## config.mk

```make
export PLATFORM = sky130hd
export DESIGN_NAME = food_placer_flat
export DESIGN_NICKNAME = d
export VERILOG_FILES = /design/src/rtl/food_placer_pkg.sv /design/src/rtl/food_placer_if.sv /design/src/rtl/grid_scan_counter.sv /design/src/rtl/food_placer.sv /design/src/flat_wrapper.sv
export SDC_FILE = /design/constraint.sdc
export NUM_CORES = 1
export LEC_CHECK = 0
export BUFFER_PORTS_ARGS = -buffer_cell sky130_fd_sc_hd__buf_4
export CAP_MARGIN = 20
export CORE_MARGIN = 5
export CORE_UTILIZATION = 40
export DETAILED_ROUTE_END_ITERATION = 7
export PLACE_DENSITY = 0.62
export SKIP_CTS_REPAIR_TIMING = 1
export SYNTH_ARGS = -nofsm -noshare
export SYNTH_HDL_FRONTEND = slang
export SYNTH_SLANG_ARGS = --single-unit
```

## constraint.sdc

```tcl
create_clock -name MasterClock -period 2.37 [get_ports MasterClock]
set_input_delay 0.711 -clock MasterClock [delete_from_list [all_inputs] [get_ports MasterClock]]
set_output_delay 0.711 -clock MasterClock [all_outputs]
set_load 0.05 [all_outputs]
```

## src/rtl/food_placer_pkg.sv

```systemverilog
// Shared grid geometry and block encodings used by the food placer and its grid-side peers.
// Pure constants and types: no logic, no latency, no flow control.
package food_placer_pkg;

    localparam int GRID_HEIGHT    = 12;
    localparam int GRID_WIDTH     = 10;
    localparam int BITS_PER_BLOCK = 2;

    localparam int VW = $clog2(GRID_HEIGHT);
    localparam int HW = $clog2(GRID_WIDTH);

    typedef logic [BITS_PER_BLOCK-1:0] block_t;

    localparam block_t BLOCK_EMPTY = 2'd0;
    localparam block_t BLOCK_FOOD  = 2'd1;
    localparam block_t BLOCK_WALL  = 2'd2;
    localparam block_t BLOCK_SNAKE = 2'd3;

    // One extra bit so the bound still fits when a grid dimension is a power of two.
    localparam logic [VW:0] HEIGHT_X = (VW+1)'(GRID_HEIGHT);
    localparam logic [HW:0] WIDTH_X  = (HW+1)'(GRID_WIDTH);

    localparam logic [VW-1:0] LAST_V = VW'(GRID_HEIGHT - 1);
    localparam logic [HW-1:0] LAST_H = HW'(GRID_WIDTH - 1);

endpackage

```

## src/rtl/food_placer_if.sv

```systemverilog
// Bundle of request, candidate, grid read/write and status signals around the food placer.
// master = the placer; slave = control FSM, randomizer and grid store seen as one peer.
interface food_placer_if;
    import food_placer_pkg::*;

    logic          PlaceReq;
    logic [VW-1:0] CandV;
    logic [HW-1:0] CandH;
    logic [VW-1:0] RdV;
    logic [HW-1:0] RdH;
    block_t        RdData;
    logic          WrEn;
    logic [VW-1:0] WrV;
    logic [HW-1:0] WrH;
    block_t        WrData;
    logic [VW-1:0] FoodV;
    logic [HW-1:0] FoodH;
    logic          PlaceDone;
    logic          PlaceFail;
    logic          Busy;

    modport master (
        input  PlaceReq, CandV, CandH, RdData,
        output RdV, RdH, WrEn, WrV, WrH, WrData, FoodV, FoodH, PlaceDone, PlaceFail, Busy
    );

    modport slave (
        output PlaceReq, CandV, CandH, RdData,
        input  RdV, RdH, WrEn, WrV, WrH, WrData, FoodV, FoodH, PlaceDone, PlaceFail, Busy
    );

endinterface

```

## src/rtl/grid_scan_counter.sv

```systemverilog
// Row-major (V,H) cursor: clear to (0,0), load a candidate, or step to the next cell; flags the last cell.
// Updates on the next rising edge; priority clear > load > advance; never stalls.
module grid_scan_counter
    import food_placer_pkg::*;
(
    input  logic          MasterClock,
    input  logic          ResetN,
    input  logic          Clear,
    input  logic          Load,
    input  logic          Advance,
    input  logic [VW-1:0] LoadV,
    input  logic [HW-1:0] LoadH,
    output logic [VW-1:0] CurV,
    output logic [HW-1:0] CurH,
    output logic          Last
);

    always_ff @(posedge MasterClock or negedge ResetN) begin
        if (!ResetN) begin
            CurV <= '0;
            CurH <= '0;
        end else if (Clear) begin
            CurV <= '0;
            CurH <= '0;
        end else if (Load) begin
            CurV <= LoadV;
            CurH <= LoadH;
        end else if (Advance) begin
            if (CurH == LAST_H) begin
                CurH <= '0;
                CurV <= CurV + 1'b1;
            end else begin
                CurH <= CurH + 1'b1;
            end
        end
    end

    assign Last = (CurV == LAST_V) && (CurH == LAST_H);

endmodule

```

## src/rtl/food_placer.sv

```systemverilog
// Places one food block per request: random candidates first, then a row-major scan after MAX_TRIES misses.
// First-try hit writes 4 cycles after PlaceReq is sampled; requests while Busy are dropped, not queued.
module food_placer
    import food_placer_pkg::*;
#(
    parameter int MAX_TRIES = 8
) (
    input  logic          MasterClock,
    input  logic          ResetN,
    food_placer_if.master bus
);

    typedef enum logic [2:0] {
        ST_IDLE, ST_PROBE, ST_WAIT, ST_CHECK, ST_SCAN, ST_SCHECK, ST_WRITE, ST_FAIL
    } state_t;

    localparam logic [7:0] TRIES_LIMIT = 8'(MAX_TRIES);

    state_t        state, stateNext;
    logic [7:0]    tries;
    logic [7:0]    triesNext;
    logic          scanMode;
    logic [VW-1:0] curV;
    logic [HW-1:0] curH;
    logic          curLast;

    logic [VW-1:0] rdV, wrV, foodV;
    logic [HW-1:0] rdH, wrH, foodH;
    logic          wrEn, placeDone, placeFail, busy;

    logic curClear, curLoad, curAdvance;
    logic rdFromCand, rdFromCur;
    logic triesClr, triesInc;
    logic modeSetScan, modeSetRand;
    logic inRange, missDone, cellEmpty;

    assign inRange   = ({1'b0, bus.CandV} < HEIGHT_X) && ({1'b0, bus.CandH} < WIDTH_X);
    assign triesNext = tries + 8'd1;
    assign missDone  = (triesNext == TRIES_LIMIT);
    assign cellEmpty = (bus.RdData == BLOCK_EMPTY);

    grid_scan_counter u_cursor (
        .MasterClock (MasterClock),
        .ResetN      (ResetN),
        .Clear       (curClear),
        .Load        (curLoad),
        .Advance     (curAdvance),
        .LoadV       (bus.CandV),
        .LoadH       (bus.CandH),
        .CurV        (curV),
        .CurH        (curH),
        .Last        (curLast)
    );

    always_comb begin
        stateNext   = state;
        curClear    = 1'b0;
        curLoad     = 1'b0;
        curAdvance  = 1'b0;
        rdFromCand  = 1'b0;
        rdFromCur   = 1'b0;
        triesClr    = 1'b0;
        triesInc    = 1'b0;
        modeSetScan = 1'b0;
        modeSetRand = 1'b0;
        unique case (state)
            ST_IDLE: begin
                if (bus.PlaceReq) begin
                    triesClr  = 1'b1;
                    stateNext = ST_PROBE;
                end
            end
            ST_PROBE: begin
                modeSetRand = 1'b1;
                if (inRange) begin
                    curLoad    = 1'b1;
                    rdFromCand = 1'b1;
                    stateNext  = ST_WAIT;
                end else begin
                    // Out-of-range candidate is a miss that costs no grid read.
                    triesInc = 1'b1;
                    if (missDone) begin
                        curClear  = 1'b1;
                        stateNext = ST_SCAN;
                    end else begin
                        curLoad = 1'b1;
                    end
                end
            end
            ST_WAIT: begin
                stateNext = scanMode ? ST_SCHECK : ST_CHECK;
            end
            ST_CHECK: begin
                if (cellEmpty) begin
                    stateNext = ST_WRITE;
                end else begin
                    triesInc = 1'b1;
                    if (missDone) begin
                        curClear  = 1'b1;
                        stateNext = ST_SCAN;
                    end else begin
                        stateNext = ST_PROBE;
                    end
                end
            end
            ST_SCAN: begin
                rdFromCur   = 1'b1;
                modeSetScan = 1'b1;
                stateNext   = ST_WAIT;
            end
            ST_SCHECK: begin
                if (cellEmpty) begin
                    stateNext = ST_WRITE;
                end else if (curLast) begin
                    stateNext = ST_FAIL;
                end else begin
                    curAdvance = 1'b1;
                    stateNext  = ST_SCAN;
                end
            end
            ST_WRITE: stateNext = ST_IDLE;
            ST_FAIL:  stateNext = ST_IDLE;
            default:  stateNext = ST_IDLE;
        endcase
    end

    // Strobes are registered from the next state so they line up with the WRITE/FAIL cycle.
    always_ff @(posedge MasterClock or negedge ResetN) begin
        if (!ResetN) begin
            state     <= ST_IDLE;
            tries     <= '0;
            scanMode  <= 1'b0;
            rdV       <= '0;
            rdH       <= '0;
            wrEn      <= 1'b0;
            wrV       <= '0;
            wrH       <= '0;
            foodV     <= '0;
            foodH     <= '0;
            placeDone <= 1'b0;
            placeFail <= 1'b0;
            busy      <= 1'b0;
        end else begin
            state <= stateNext;

            if (triesClr)      tries <= '0;
            else if (triesInc) tries <= triesNext;

            if (modeSetScan)      scanMode <= 1'b1;
            else if (modeSetRand) scanMode <= 1'b0;

            if (rdFromCand) begin
                rdV <= bus.CandV;
                rdH <= bus.CandH;
            end else if (rdFromCur) begin
                rdV <= curV;
                rdH <= curH;
            end

            wrEn      <= (stateNext == ST_WRITE);
            placeDone <= (stateNext == ST_WRITE);
            placeFail <= (stateNext == ST_FAIL);
            busy      <= (stateNext != ST_IDLE);

            if (stateNext == ST_WRITE) begin
                wrV <= curV;
                wrH <= curH;
            end

            if (state == ST_WRITE) begin
                foodV <= curV;
                foodH <= curH;
            end
        end
    end

    assign bus.RdV       = rdV;
    assign bus.RdH       = rdH;
    assign bus.WrEn      = wrEn;
    assign bus.WrV       = wrV;
    assign bus.WrH       = wrH;
    assign bus.WrData    = wrEn ? BLOCK_FOOD : BLOCK_EMPTY;
    assign bus.FoodV     = foodV;
    assign bus.FoodH     = foodH;
    assign bus.PlaceDone = placeDone;
    assign bus.PlaceFail = placeFail;
    assign bus.Busy      = busy;

endmodule

```

## src/flat_wrapper.sv

```systemverilog
// flat-port wrapper written by rule: the top's interface ports become plain ports
module food_placer_flat import food_placer_pkg::*;
#(
    parameter int MAX_TRIES = 8
)
  (MasterClock, ResetN, bus_PlaceReq, bus_CandV, bus_CandH, bus_RdData, bus_RdV, bus_RdH, bus_WrEn, bus_WrV, bus_WrH, bus_WrData, bus_FoodV, bus_FoodH, bus_PlaceDone, bus_PlaceFail, bus_Busy);
  food_placer_if bus_i ();
  input  logic MasterClock;
  input  logic ResetN;
  input wire logic [$bits(bus_i.PlaceReq)-1:0] bus_PlaceReq;
  input wire logic [$bits(bus_i.CandV)-1:0] bus_CandV;
  input wire logic [$bits(bus_i.CandH)-1:0] bus_CandH;
  input wire logic [$bits(bus_i.RdData)-1:0] bus_RdData;
  output wire logic [$bits(bus_i.RdV)-1:0] bus_RdV;
  output wire logic [$bits(bus_i.RdH)-1:0] bus_RdH;
  output wire logic [$bits(bus_i.WrEn)-1:0] bus_WrEn;
  output wire logic [$bits(bus_i.WrV)-1:0] bus_WrV;
  output wire logic [$bits(bus_i.WrH)-1:0] bus_WrH;
  output wire logic [$bits(bus_i.WrData)-1:0] bus_WrData;
  output wire logic [$bits(bus_i.FoodV)-1:0] bus_FoodV;
  output wire logic [$bits(bus_i.FoodH)-1:0] bus_FoodH;
  output wire logic [$bits(bus_i.PlaceDone)-1:0] bus_PlaceDone;
  output wire logic [$bits(bus_i.PlaceFail)-1:0] bus_PlaceFail;
  output wire logic [$bits(bus_i.Busy)-1:0] bus_Busy;
  assign bus_i.PlaceReq = bus_PlaceReq;
  assign bus_i.CandV = bus_CandV;
  assign bus_i.CandH = bus_CandH;
  assign bus_i.RdData = bus_RdData;
  assign bus_RdV = bus_i.RdV;
  assign bus_RdH = bus_i.RdH;
  assign bus_WrEn = bus_i.WrEn;
  assign bus_WrV = bus_i.WrV;
  assign bus_WrH = bus_i.WrH;
  assign bus_WrData = bus_i.WrData;
  assign bus_FoodV = bus_i.FoodV;
  assign bus_FoodH = bus_i.FoodH;
  assign bus_PlaceDone = bus_i.PlaceDone;
  assign bus_PlaceFail = bus_i.PlaceFail;
  assign bus_Busy = bus_i.Busy;
  food_placer #(.MAX_TRIES(MAX_TRIES)) u_core (.MasterClock(MasterClock), .ResetN(ResetN), .bus(bus_i));
endmodule
```

**Word-level counts from Yosys, hierarchy flattened**

Cells that the tools add are included.

- Word-level logic and storage cells: 88
- Bits in registers: 47

- $lt $le $gt $ge: 2
- Add/subtract/negate cells: 3
- Multiplexer cells: 45
- Equality and inequality tests: 12
- Reduce and logical (&&, ||, !) cells: 12

Operators by type and width:

| operator | count |
|---|---|
| two-way mux 4 bit | 12 |
| two-way mux 3 bit | 7 |
| case mux 3 bit (7 select lines) | 1 |
| two-way mux 1 bit | 20 |
| equality test 3 bit, second input constant | 6 |
| two-way mux 8 bit | 2 |
| nonzero test 3 bit | 3 |
| adder 4 x 1 -> 4 bit, second input constant | 2 |
| adder 8 x 1 -> 8 bit, second input constant | 1 |
| equality test 4 bit, second input constant | 2 |
| equality test 8 x 4 -> 1 bit, second input constant | 1 |
| < comparator 4 bit, second input constant | 2 |
| equality test 3 x 2 -> 1 bit, second input constant | 2 |
| nonzero test 2 bit | 3 |
| case mux 1 bit (2 select lines) | 2 |
| equality test 3 x 1 -> 1 bit, second input constant | 1 |
| logical NOT 3 bit | 1 |
| logical AND 1 bit | 2 |
| logical NOT 2 bit | 1 |
| two-way mux 2 bit | 1 |
| AND reduction 2 bit | 1 |
| OR reduction 2 bit | 1 |

**Logic depth before layout (Yosys ltp)**

- Word-level depth: 8
- Gate-level depth with buffers: 7

**By module**

Synthesis repeated with hierarchy kept, for this count alone.

- Cells, all modules: 237
- Area, all modules: 2329.7 µm²

By module, submodules not included:

| module | cells an instance | times used | area an instance (µm²) | seq. area each (µm²) |
|---|---|---|---|---|
| food_placer | 180 | 1 | 1841.8 | 975.9 |
| grid_scan_counter | 57 | 1 | 488.0 | 200.2 |

**Least setup slack after synthesis**

Ideal clock, no wire load.

- Path kind: input-to-reg
- From: in bus_CandH[2]
- To: reg u_core.busy (netlist: u_core.bus.Busy)
- Arrival: 1816 ps
- Cell stages on the path: 5
- Path slack: 422 ps
- Path buffers: 0
- Path through: o21a_1 a21o_1 nor2_2 or3_4 or3_1

- Longest elaborated chain between the ends: 5

Ends and longest elaborated chain:

| element | RTL line | source |
|---|---|---|
| start, declared | flat_wrapper.sv:12 | `input wire logic [$bits(bus_i.CandH)-1:0] bus_CandH;` |
| < comparator 4 bit | food_placer.sv:37 | `assign inRange = ({1'b0, bus.CandV} < HEIGHT_X) && ({1'b0, bus.CandH} < WIDTH_X);` |
| logical AND 1 bit | food_placer.sv:37 |  |
| two-way mux 3 bit | food_placer.sv:75 | `if (inRange) begin` |
| case mux 3 bit (7 select lines) | food_placer.sv:66 | `unique case (state)` |
| named net u_core.stateNext[1] | food_placer.sv:19 | `state_t state, stateNext;` |
| nonzero test 3 bit | food_placer.sv:163 | `busy <= (stateNext != ST_IDLE);` |
| end signal, assigned | food_placer.sv:163 |  |
| end, declared | food_placer.sv:29 | `logic wrEn, placeDone, placeFail, busy;` |

The timed path passes the listed nets, and every way through them passes these cells.
A chain may end at the register's enable or synchronous reset.

**Worst setup path in the final report**

- From: reg u_core.u_cursor.CurV[1]
- To: reg u_core.wrH[1] (netlist: u_core.bus.WrH[1])

- Longest elaborated chain between the ends: 6

Ends and longest elaborated chain:

| element | RTL line | source |
|---|---|---|
| start, declared | grid_scan_counter.sv:13 | `output logic [VW-1:0] CurV,` |
| start signal, assigned | grid_scan_counter.sv:26 | `CurV <= LoadV;` |
| start signal, assigned | grid_scan_counter.sv:31 | `CurV <= CurV + 1'b1;` |
| equality test 4 bit | grid_scan_counter.sv:38 | `assign Last = (CurV == LAST_V) && (CurH == LAST_H);` |
| logical AND 1 bit | grid_scan_counter.sv:38 |  |
| two-way mux 2 bit | food_placer.sv:114 | `end else if (curLast) begin` |
| two-way mux 3 bit | food_placer.sv:112 | `if (cellEmpty) begin` |
| case mux 3 bit (7 select lines) | food_placer.sv:66 |  |
| equality test 3 bit | food_placer.sv:165 | `if (stateNext == ST_WRITE) begin` |
| end signal, assigned | food_placer.sv:167 | `wrH <= curH;` |
| end, declared | food_placer.sv:28 | `logic [HW-1:0] rdH, wrH, foodH;` |

Every way passes these cells.

==> flow_metrics.env <==
export IMPL_cap_violations=0
export IMPL_vias=1859
export IMPL_route_detailed_drc=0
export IMPL_drive_gt1_frac=0.275
export IMPL_synthCells=227
export IMPL_finalCoreUtilization=0.492
export IMPL_antenna_found_initial=0
export IMPL_ys_ff_latch=47
export IMPL_first_pass_iters=4
export IMPL_use_met2=0.226
export IMPL_synth_top_area_frac=0.481
export IMPL_yosysSeqAreaShare=0.481
export IMPL_antennaDiodeCount=0
export IMPL_wire_per_inst_um=16.4
export IMPL_synth_edff_count=0
export IMPL_initial_core_util=0.413
export IMPL_yosysUniqueCellTypes=55
export IMPL_ios=43
export IMPL_core_area_um2=5920
export IMPL_hold_class="in2async"
export IMPL_clock_path_buffers=2
export IMPL_ys_flop_type="dfrtp_1"
export IMPL_ir_worst_vdd_mv=0.715
export IMPL_cts_clk_slew_worst_paths_ps=90
export IMPL_hpwl_um=3970
export IMPL_die_w_um=88.2
export IMPL_area_growth_syn_to_layout_pct=19.1
export IMPL_max_freq_mhz=501
export IMPL_cts_tree="built"
export IMPL_critPathRequiredTime_ps=2560
export IMPL_async_flop_share=1.00
export IMPL_synthTopCellsByArea="dfrtp_1, mux2_1, a21o_1"
export IMPL_critPathCaptureType="flip-flop"
export IMPL_yosysTopAreaCell="dfrtp_1"
export IMPL_drv_slew=0
export IMPL_drt_total_wl_um=5640
export IMPL_io_buffers=41
export IMPL_cts_buffers=5
export IMPL_initialDrtViolationCount=165
export IMPL_layout_commonest_cell="dfrtp_1"
export IMPL_tightest_slew_ps=603
export IMPL_grt_overflow=0
export IMPL_path_class="reg2reg"
export IMPL_power_leakage_nw=1.38
export IMPL_final_cell_mix="dfrtp_1, buf_4, nand2_1"
export IMPL_syn_area_per_cell_um2=10.8
export IMPL_post_route_period_util=0.842
export IMPL_root_buffer="clkbuf_8"
export IMPL_clock_sinks=47
export IMPL_grt_use_met1=0.216
export IMPL_yosys_area_share_simple=0.191
export IMPL_hold_viol_final=0
export IMPL_status="finished, final reports clean"
export IMPL_synth_fa_ha_area_frac=0.0102
export IMPL_syn_nets=242
export IMPL_grtUsageTotal=0.150
export IMPL_fin_crit_ps=1990
export IMPL_p_total_mw=4.12
export IMPL_cp_start_kind="flip-flop"
export IMPL_grt_max_degree=48
export IMPL_yosysWarnings=0
export IMPL_grt_pass1_wl_um=9030
export IMPL_die_area_um2=7780
export IMPL_via_per_inst=5.40
export IMPL_gp_congestion=0.833
export IMPL_critPathMaxFanout=9
export IMPL_crit_path_top_delay_cell="dfrtp_1"
export IMPL_htreeDepth=2
export IMPL_p_per_area_nw_per_um2=1420
export IMPL_grt_pass1_vias=1804
export IMPL_gr_usage_met3=0.0282
export IMPL_synth_xor_area_frac=0.00716
export IMPL_syn_area_um2=2450
export IMPL_worstPathArrival_ps=2190
export IMPL_slew_headroom=0.598
export IMPL_rsz0062_at_grt="no"
export IMPL_setup_viol=0
export IMPL_antenna_left=0
export IMPL_skew_ps=15.5
export IMPL_critical_path_cell_chain="ha_1 > and3b_1 > nand2_4 > a21oi_2 > o211ai_4 > mux2_1"
export IMPL_synthMuxAreaShare=0.0859
export IMPL_die_h_um=88.2
export IMPL_top_usage_layer="met2"
export IMPL_num_nets_final=283
export IMPL_synth_top_family_by_area="compound AO/OA/AOI/OAI gates"
export IMPL_crit_path_max_incr_delay_ps=470
export IMPL_clk_latency_ps=300
export IMPL_synth_compound_area_frac=0.195
export IMPL_fin_setup_tns_ps=0
export IMPL_num_rows=28
[cells by family after synthesis]
kind of cell | after synthesis
simple gates | 78
compound gates | 65
flops | 47
mux | 18
buf+inv | 14
fa+ha+maj | 2
xor+xnor | 2
other cells | 1
[cell usage after synthesis (all sizes together) (4+ instances only)]
cell,n
nand3,10
o21a,4
a21o,10
a21oi,7
inv,4
o21ai,18
a31oi,5
nor2,19
buf,7
a22o,8
dfrtp,47
nand3b,5
mux2i,4
mux2,14
nand2,21
[power breakdown]
part / internal [mW] / switching, mW
sequential: 1.12 / 0.340
combinational: 0.796 / 1.36
clock: 0.239 / 0.273
total: 2.15 / 1.97
[worst paths after layout]
kind	startpoint	to	slack (ps)	cells past startpoint
worst min register to register	u_core.bus.RdV[1]	u_core.bus.RdV[1]	490	1
max in group asynchronous	ResetN	u_core.bus.RdH[0]	1540	1
worst min-delay path	ResetN	u_core.bus.FoodV[3]	410	1
worst max register to register	u_core.u_cursor.CurV[1]	u_core.bus.WrH[1]	380	6
min in group MasterClock	u_core.bus.RdV[1]	u_core.bus.RdV[1]	490	1
worst max-delay path	u_core.u_cursor.CurV[1]	u_core.bus.WrH[1]	380	6
[routing by layer]
layer	share of wire	up-vias
met1	0.46	898
li1	-	909
met3	0.051	8
met2	0.47	44
met4	0.013	0
met5	0	-
[registers in the layout, summed over array words and instances (netlist names)]
signal                cells
u_core.tries              8
u_core.bus.FoodH          4
u_core.bus.FoodV          4
u_core.bus.RdH            4
u_core.bus.RdV            4
u_core.bus.WrH            4
u_core.bus.WrV            4
u_core.u_cursor.CurH      4
u_core.u_cursor.CurV      4
u_core.state              3
u_core.bus.Busy           1
u_core.bus.PlaceFail      1
u_core.bus.WrEn           1
u_core.scanMode           1
[stage by stage]
| step | setup slack, ps | instances | hold slack, ps | cell area [um^2] |
|---|---|---|---|---|
| 2_1_floorplan | 422 | 227 | 415 | 2450 |
| 3_3_place_gp | 233 | 336 | 460 | 2820 |
| 3_5_place_dp | 193 | 336 | 472 | 2820 |
| 4_1_cts | 390 | 344 | 429 | 2910 |
| 5_1_grt | 267 | 344 | 476 | 2910 |
| 6_report | 375 | 344 | 414 | 2910 |
[worst max-delay path: cells and delay by family (launching register included)]
kind / cells / cell delay, ps
compound gates: 2 / 460
fa+ha+maj: 1 / 210
flops: 1 / 470
mux: 1 / 360
simple gates: 2 / 400
[area by class of cell]
class | count | area [um^2]
sequential | 47 | 1180
timing repair buffer | 44 | 330
clock inverter | 2 | 13.8
tap | 75 | 93.8
inverter | 4 | 15.0
fill | 572 | 3010
multi-input combinational | 166 | 1200
clock buffer | 6 | 82.6
No activity file was read; power rests on OpenSTA's default activity.
